**src/rtl/ssram_block_reader_if.sv**
```systemverilog
// ssram_block_reader_if: command, SSRAM port-B and output-stream bundle for ssram_block_reader.
// Latency: none (wires only); abort exists only when SSRAM_BLOCK_READER_ABORT_EN is defined.
// Backpressure: streamReady from the consumer; master = block reader, slave = its environment.
interface ssram_block_reader_if #(
   parameter int bitwidth    = 32,
   parameter int nrOfEntries = 512
);
   localparam int AW = $clog2(nrOfEntries);

   logic                start;
   logic [AW-1:0]       startAddress;
   logic [AW:0]         blockSize;
   logic                busy;
   logic                done;
   logic [AW-1:0]       ramAddress;
   logic                ramWriteEnable;
   logic [bitwidth-1:0] ramDataOut;
   logic [bitwidth-1:0] streamData;
   logic                streamValid;
   logic                streamReady;

`ifdef SSRAM_BLOCK_READER_ABORT_EN
   logic                abort;

   modport master (
      input  start, startAddress, blockSize, ramDataOut, streamReady, abort,
      output busy, done, ramAddress, ramWriteEnable, streamData, streamValid
   );
   modport slave (
      output start, startAddress, blockSize, ramDataOut, streamReady, abort,
      input  busy, done, ramAddress, ramWriteEnable, streamData, streamValid
   );
`else
   modport master (
      input  start, startAddress, blockSize, ramDataOut, streamReady,
      output busy, done, ramAddress, ramWriteEnable, streamData, streamValid
   );
   modport slave (
      output start, startAddress, blockSize, ramDataOut, streamReady,
      input  busy, done, ramAddress, ramWriteEnable, streamData, streamValid
   );
`endif
endinterface

```
**src/rtl/ssram_block_reader.sv**
```systemverilog
// ssram_block_reader: streams a block of consecutive SSRAM port-B words on valid/ready (abort port with SSRAM_BLOCK_READER_ABORT_EN).
// Latency: start in cycle 0, ramAddress in cycle 1, first streamValid in cycle 3; then one word per cycle.
// Backpressure: reads issue only against free FIFO credit, so consumer stalls throttle issue and nothing drops.
module ssram_block_reader #(
   parameter int bitwidth    = 32,
   parameter int nrOfEntries = 512,
   parameter int fifoDepth   = 4
) (
   input  logic                 clock,
   input  logic                 nReset,
   ssram_block_reader_if.master bus
);
   localparam int AW = $clog2(nrOfEntries);
   localparam int PW = $clog2(fifoDepth);
   localparam int CW = PW + 1;
   localparam int OW = CW + 1;

   typedef enum logic [1:0] {IDLE, READ, DRAIN} state_t;

   state_t              state_q;
   logic                busy_q;
   logic                done_q;
   logic                rd_vld_q;
   logic                dat_vld_q;
   logic [AW-1:0]       ram_addr_q;
   logic [AW-1:0]       next_addr_q;
   logic [AW:0]         remaining_q;

   logic [bitwidth-1:0] fifo_mem_q [fifoDepth];
   logic [PW-1:0]       wr_ptr_q;
   logic [PW-1:0]       rd_ptr_q;
   logic [CW-1:0]       fifo_cnt_q;

   logic                abort_req;
   logic                push;
   logic                pop;
   logic                credit_ok;
   logic                issue;
   logic                last_pop;
   logic [OW-1:0]       occupancy;

   function automatic logic [AW-1:0] inc_addr(input logic [AW-1:0] a);
      return (a == AW'(nrOfEntries - 1)) ? '0 : a + AW'(1);
   endfunction

`ifdef SSRAM_BLOCK_READER_ABORT_EN
   assign abort_req = bus.abort && busy_q;
`else
   assign abort_req = 1'b0;
`endif

   // Words in the FIFO plus reads whose data has not landed yet; pops are ignored to keep credit conservative.
   always_comb begin
      occupancy = OW'(fifo_cnt_q) + OW'(rd_vld_q) + OW'(dat_vld_q);
   end

   assign credit_ok = occupancy < OW'(fifoDepth);
   assign issue     = (state_q == READ) && (remaining_q != '0) && credit_ok && !abort_req;
   assign push      = dat_vld_q && !abort_req;
   assign pop       = (fifo_cnt_q != '0) && bus.streamReady;
   assign last_pop  = (state_q == DRAIN) && !rd_vld_q && !dat_vld_q &&
                      (fifo_cnt_q == CW'(1)) && pop && !abort_req;

   always_ff @(posedge clock) begin
      if (!nReset) begin
         state_q     <= IDLE;
         busy_q      <= 1'b0;
         done_q      <= 1'b0;
         rd_vld_q    <= 1'b0;
         dat_vld_q   <= 1'b0;
         ram_addr_q  <= '0;
         next_addr_q <= '0;
         remaining_q <= '0;
      end else begin
         done_q    <= 1'b0;
         rd_vld_q  <= 1'b0;
         dat_vld_q <= rd_vld_q;
         if (abort_req) begin
            // Drop everything in flight; the word now on ramDataOut is never pushed.
            state_q     <= IDLE;
            busy_q      <= 1'b0;
            done_q      <= 1'b1;
            dat_vld_q   <= 1'b0;
            remaining_q <= '0;
         end else begin
            case (state_q)
               IDLE: begin
                  if (bus.start) begin
                     if (bus.blockSize == '0) begin
                        done_q <= 1'b1;
                     end else begin
                        ram_addr_q  <= bus.startAddress;
                        next_addr_q <= inc_addr(bus.startAddress);
                        remaining_q <= bus.blockSize - (AW+1)'(1);
                        rd_vld_q    <= 1'b1;
                        busy_q      <= 1'b1;
                        state_q     <= (bus.blockSize == (AW+1)'(1)) ? DRAIN : READ;
                     end
                  end
               end
               READ: begin
                  if (issue) begin
                     ram_addr_q  <= next_addr_q;
                     next_addr_q <= inc_addr(next_addr_q);
                     remaining_q <= remaining_q - (AW+1)'(1);
                     rd_vld_q    <= 1'b1;
                     if (remaining_q == (AW+1)'(1)) begin
                        state_q <= DRAIN;
                     end
                  end
               end
               DRAIN: begin
                  if (last_pop) begin
                     state_q <= IDLE;
                     busy_q  <= 1'b0;
                  end
               end
               default: state_q <= IDLE;
            endcase
         end
      end
   end

   always_ff @(posedge clock) begin
      if (!nReset) begin
         wr_ptr_q   <= '0;
         rd_ptr_q   <= '0;
         fifo_cnt_q <= '0;
         for (int i = 0; i < fifoDepth; i++) begin
            fifo_mem_q[i] <= '0;
         end
      end else if (abort_req) begin
         wr_ptr_q   <= '0;
         rd_ptr_q   <= '0;
         fifo_cnt_q <= '0;
      end else begin
         if (push) begin
            fifo_mem_q[wr_ptr_q] <= bus.ramDataOut;
            wr_ptr_q             <= wr_ptr_q + PW'(1);
         end
         if (pop) begin
            rd_ptr_q <= rd_ptr_q + PW'(1);
         end
         case ({push, pop})
            2'b10:   fifo_cnt_q <= fifo_cnt_q + CW'(1);
            2'b01:   fifo_cnt_q <= fifo_cnt_q - CW'(1);
            default: fifo_cnt_q <= fifo_cnt_q;
         endcase
      end
   end

   assign bus.busy           = busy_q;
   assign bus.done           = done_q | last_pop;
   assign bus.ramAddress     = ram_addr_q;
   assign bus.ramWriteEnable = 1'b0;
   assign bus.streamData     = fifo_mem_q[rd_ptr_q];
   assign bus.streamValid    = (fifo_cnt_q != '0);
endmodule

```
**src/flat_wrapper.sv**
```systemverilog
// flat-port wrapper written by rule: the top's interface ports become plain ports
module ssram_block_reader_flat 
#(
   parameter int bitwidth    = 32,
   parameter int nrOfEntries = 512,
   parameter int fifoDepth   = 4
)
  (clock, nReset, bus_start, bus_startAddress, bus_blockSize, bus_ramDataOut, bus_streamReady, bus_busy, bus_done, bus_ramAddress, bus_ramWriteEnable, bus_streamData, bus_streamValid);
  ssram_block_reader_if #(.bitwidth(bitwidth), .nrOfEntries(nrOfEntries)) bus_i ();
  input  logic clock;
  input  logic nReset;
  input wire logic [$bits(bus_i.start)-1:0] bus_start;
  input wire logic [$bits(bus_i.startAddress)-1:0] bus_startAddress;
  input wire logic [$bits(bus_i.blockSize)-1:0] bus_blockSize;
  input wire logic [$bits(bus_i.ramDataOut)-1:0] bus_ramDataOut;
  input wire logic [$bits(bus_i.streamReady)-1:0] bus_streamReady;
  output wire logic [$bits(bus_i.busy)-1:0] bus_busy;
  output wire logic [$bits(bus_i.done)-1:0] bus_done;
  output wire logic [$bits(bus_i.ramAddress)-1:0] bus_ramAddress;
  output wire logic [$bits(bus_i.ramWriteEnable)-1:0] bus_ramWriteEnable;
  output wire logic [$bits(bus_i.streamData)-1:0] bus_streamData;
  output wire logic [$bits(bus_i.streamValid)-1:0] bus_streamValid;
  assign bus_i.start = bus_start;
  assign bus_i.startAddress = bus_startAddress;
  assign bus_i.blockSize = bus_blockSize;
  assign bus_i.ramDataOut = bus_ramDataOut;
  assign bus_i.streamReady = bus_streamReady;
  assign bus_busy = bus_i.busy;
  assign bus_done = bus_i.done;
  assign bus_ramAddress = bus_i.ramAddress;
  assign bus_ramWriteEnable = bus_i.ramWriteEnable;
  assign bus_streamData = bus_i.streamData;
  assign bus_streamValid = bus_i.streamValid;
  ssram_block_reader #(.bitwidth(bitwidth), .nrOfEntries(nrOfEntries), .fifoDepth(fifoDepth)) u_core (.clock(clock), .nReset(nReset), .bus(bus_i));
endmodule
```
**config.mk**
```make
export PLATFORM = sky130hd
export DESIGN_NAME = ssram_block_reader_flat
export DESIGN_NICKNAME = d
export VERILOG_FILES = /design/src/rtl/ssram_block_reader_if.sv /design/src/rtl/ssram_block_reader.sv /design/src/flat_wrapper.sv
export SDC_FILE = /design/constraint.sdc
export NUM_CORES = 1
export LEC_CHECK = 0
export ABC_AREA = 1
export BUFFER_PORTS_ARGS = -buffer_cell sky130_fd_sc_hd__buf_4
export CORE_MARGIN = 3
export CORE_UTILIZATION = 37
export CTS_CLUSTER_DIAMETER = 60
export CTS_CLUSTER_SIZE = 14
export DETAILED_ROUTE_END_ITERATION = 7
export HOLD_SLACK_MARGIN = 0.02
export PLACE_DENSITY_LB_ADDON = 0.15
export SETUP_SLACK_MARGIN = 0.4
export SLEW_MARGIN = 20
export SYNTH_ARGS = -nofsm -noshare
export SYNTH_HDL_FRONTEND = slang
export SYNTH_SLANG_ARGS = --single-unit
```
**constraint.sdc**
```tcl
create_clock -name clock -period 4.85 [get_ports clock]
set_input_delay 0.485 -clock clock [delete_from_list [all_inputs] [get_ports clock]]
set_output_delay 0.485 -clock clock [all_outputs]
set_load 0.01 [all_outputs]
```
==> impl_metrics.env <==
export IMPL_wl_per_cell_um=15.5
export IMPL_fin_crit_ns=2.64
export IMPL_stdcell_area_um2=9780
export IMPL_area_growth_pct=19.0
export IMPL_start_kind="flop"
export IMPL_place_area_um2=9180
export IMPL_hold_violations=0
export IMPL_fin_nets=1075
export IMPL_die_area_um2=24000
export IMPL_grt_pass1_wl_um=32600
export IMPL_p_leak_nw=4.13
export IMPL_grt_pass1_vias=6214
export IMPL_ctsResizeCount=0
export IMPL_relSlewSlack_pct=31.4
export IMPL_totalPowerFinal_mw=5.15
export IMPL_rr_worst_depth=11
export IMPL_rsz0062_at_grt="false"
export IMPL_pin_count=100
export IMPL_drt_pass1_iterations=6
export IMPL_utilization_pct=45.7
export IMPL_ys_seq_area_share_pct=57.2
export IMPL_hold_path_class="in -> reg"
export IMPL_whs_endpoint="u_core.done_q$_SDFF_PN0_"
export IMPL_multi_input_area_um2=3000
export IMPL_layout_common_cells="nor2_1 (242), edfxtp_1 (128), o21ai_0 (110), buf_4 (108), nand2_1 (92)"
export IMPL_final_common_cell="nor2_1"
export IMPL_synth_fp_nets=996
export IMPL_power_density_nw_per_um2=527
export IMPL_path_class="reg -> out"
export IMPL_clockBufferDepth=2
export IMPL_yosys_warnings=0
export IMPL_fmax_mhz=379
export IMPL_drc=0
export IMPL_drt_iter0_markers=396
export IMPL_antenna_cells=0
export IMPL_post_cts_buffers=0
export IMPL_cts_max_level=4
export IMPL_gp_congestion=0.803
export IMPL_setup_tns_ns=0
export IMPL_drive_gt1_share_pct=16.0
export IMPL_worstPathRequired_ns=4.37
export IMPL_setup_viol_count_final=0
export IMPL_clock_sinks=171
export IMPL_final_cell_count_no_fill=1292
export IMPL_ys_types=38
export IMPL_synth_cells=925
export IMPL_regArea_um2=4710
export IMPL_portBuffers=98
export IMPL_ant_nets=0
export IMPL_hold_buffers=0
export IMPL_tightest_slew_ns=1.03
export IMPL_syn_area_per_cell_um2=8.88
export IMPL_antenna_found_initial=0
export IMPL_drt_total_wl_um=20100
export IMPL_routed_via_density=4.96
export IMPL_grt_start_max_net_pins=66
export IMPL_outcome="finished clean"
export IMPL_synth_seq_cells=171
export IMPL_grt_ovfl_total=0
export IMPL_hold_depth=3
export IMPL_cts_root_buf="clkbuf_16"
export IMPL_cts_buffers=17
export IMPL_routed_via_count=6414
export IMPL_drv_slew=0
export IMPL_clock_skew_ns=0.00864
export IMPL_min_from="bus_start"
export IMPL_clk_latency_ns=0.42
export IMPL_grtUsageTotal_pct=16.8
export IMPL_core_area_um2=21400
export IMPL_vdd_drop_max_uv=260
export IMPL_row_count=53
export IMPL_chipWidth_um=155
export IMPL_r2r_end="u_core.next_addr_q[2]$_SDFFE_PN0P_"
export IMPL_crit_arrival_ns=2.16
export IMPL_cts_tree="yes"
export IMPL_placedCellCount=1260
export IMPL_start_util_pct=38.4
export IMPL_crit_fanout=64
export IMPL_fp_dieH_um=155
export IMPL_fillers=2102
export IMPL_cp_end_kind="output pin"
export IMPL_post_dp_hpwl_um=12400
export IMPL_r2r_slack_ns=2.76
export IMPL_drv_cap=0
export IMPL_period_share_pct=54.4
export IMPL_clk_pin_slew_ns=0.07
export IMPL_synth_area_um2=8220
export IMPL_reg2reg_from="u_core.next_addr_q[0]$_SDFFE_PN0P_"
[flip-flops by register name, summed over array words and instances (netlist names), named ones only]
name                   count
u_core.next_addr_q         9
u_core.rd_ptr_q            2
u_core.done_q              1
u_core.bus.busy            1
u_core.fifo_mem_q        128
u_core.bus.ramAddress      9
u_core.remaining_q        10
u_core.fifo_cnt_q          3
u_core.state_q             2
u_core.dat_vld_q           1
u_core.rd_vld_q            1
u_core.wr_ptr_q            2
[final cells by class]
type | count | area share, %
inverter | 85 | 3.31
timing repair buffer | 108 | 8.29
tap | 275 | 3.52
multi-input combinational | 621 | 30.6
clock buffer | 17 | 4.35
clock inverter | 15 | 1.80
sequential | 171 | 48.1
[where the power goes]
| group | total (mW) | leakage, nW | switching [mW] | internal (mW) |
|---|---|---|---|---|
| registers | 1.94 | 1.68 | 0.146 | 1.79 |
| clock network | 1.39 | 0.284 | 0.614 | 0.779 |
| logic | 1.82 | 2.17 | 1.15 | 0.669 |
| total | 5.15 | 4.13 | 1.91 | 3.24 |
[Yosys cell counts]
cell type  count  area (µm²)
nor4_1         1        6.26
nor3b_2        1        12.5
a22oi_1        1        7.51
o21ai_0      111         556
inv_1         80         300
nand4_1        5        31.3
buf_2          2        10.0
buf_1          8        30.0
xnor2_1        4        35.0
nor2_4         2        22.5
nand3_2        1        10.0
nand3b_1       1        7.51
a31oi_1        1        6.26
buf_6          4        45.0
o21ai_1        1        5.00
nand2_2        6        37.5
o31ai_1        2        15.0
nor2_1       242         908
clkbuf_1      32         120
dfxtp_1       43         861
clkinv_1       2        7.51
xor2_1         7        61.3
ha_1          16         200
a21oi_1       20         100
buf_4          2        15.0
o211ai_1       1        7.51
nand2_4        2        22.5
conb_1         1        3.75
inv_2          1        3.75
a21oi_2        2        17.5
nand2_1       93         349
edfxtp_1     128        3840
nor2_2         1        6.26
inv_4          2        12.5
nor3_1        32         160
nand3_1       32         160
nor3b_1        1        7.51
o22ai_1       34         213
[worst max-delay path: stages (launching register included)]
cell and delay (ns):
dfxtp_2 0.32, inv_2 0.73, o21ai_0 0.19, o22ai_1 0.28, buf_4 0.18
[worst max path at each step]
stage | end | slack, ns | start | cells after the start
2_1_floorplan | u_core.fifo_mem_q[3][0]$_DFFE_PP_ | 1.42 | u_core.dat_vld_q$_SDFF_PN0_ | 2
3_3_place_gp | bus_streamData[1] | 2.36 | flop | 5
3_5_place_dp | bus_streamData[31] | 2.27 | flop | 5
4_1_cts | bus_streamData[31] | 1.80 | flop | 5
5_1_grt | bus_streamData[31] | 2.03 | flop | 4
6_report | bus_streamData[31] | 2.21 | flop | 4
[routing by layer]
metal	GRT usage, %	routed length, µm	up-vias	share of wire (%)
li1	-	-	3262	-
met1	22.8	9410	2996	47
met2	27.5	9430	139	47
met3	4.01	998	17	5.0
met4	3.87	238	0	1.2
met5	0	0	-	0
[stage by stage]
stage,setup WS [ns],hold WS (ns)
6_report,2.21,0.340
5_1_grt,2.03,0.365
4_1_cts,1.80,0.328
3_5_place_dp,2.27,0.451
3_3_place_gp,2.36,0.452
2_1_floorplan,1.42,0.420
[logic make-up after synthesis]
| family | synth area share, % |
|---|---|
| compound gates | 11.3 |
| other cells | 0.0456 |
| xor+xnor | 1.17 |
| fa+ha+maj | 2.44 |
| flops | 57.2 |
| simple gates | 21.2 |
| buf+inv | 6.62 |
(Power assumes the default switching activity.)
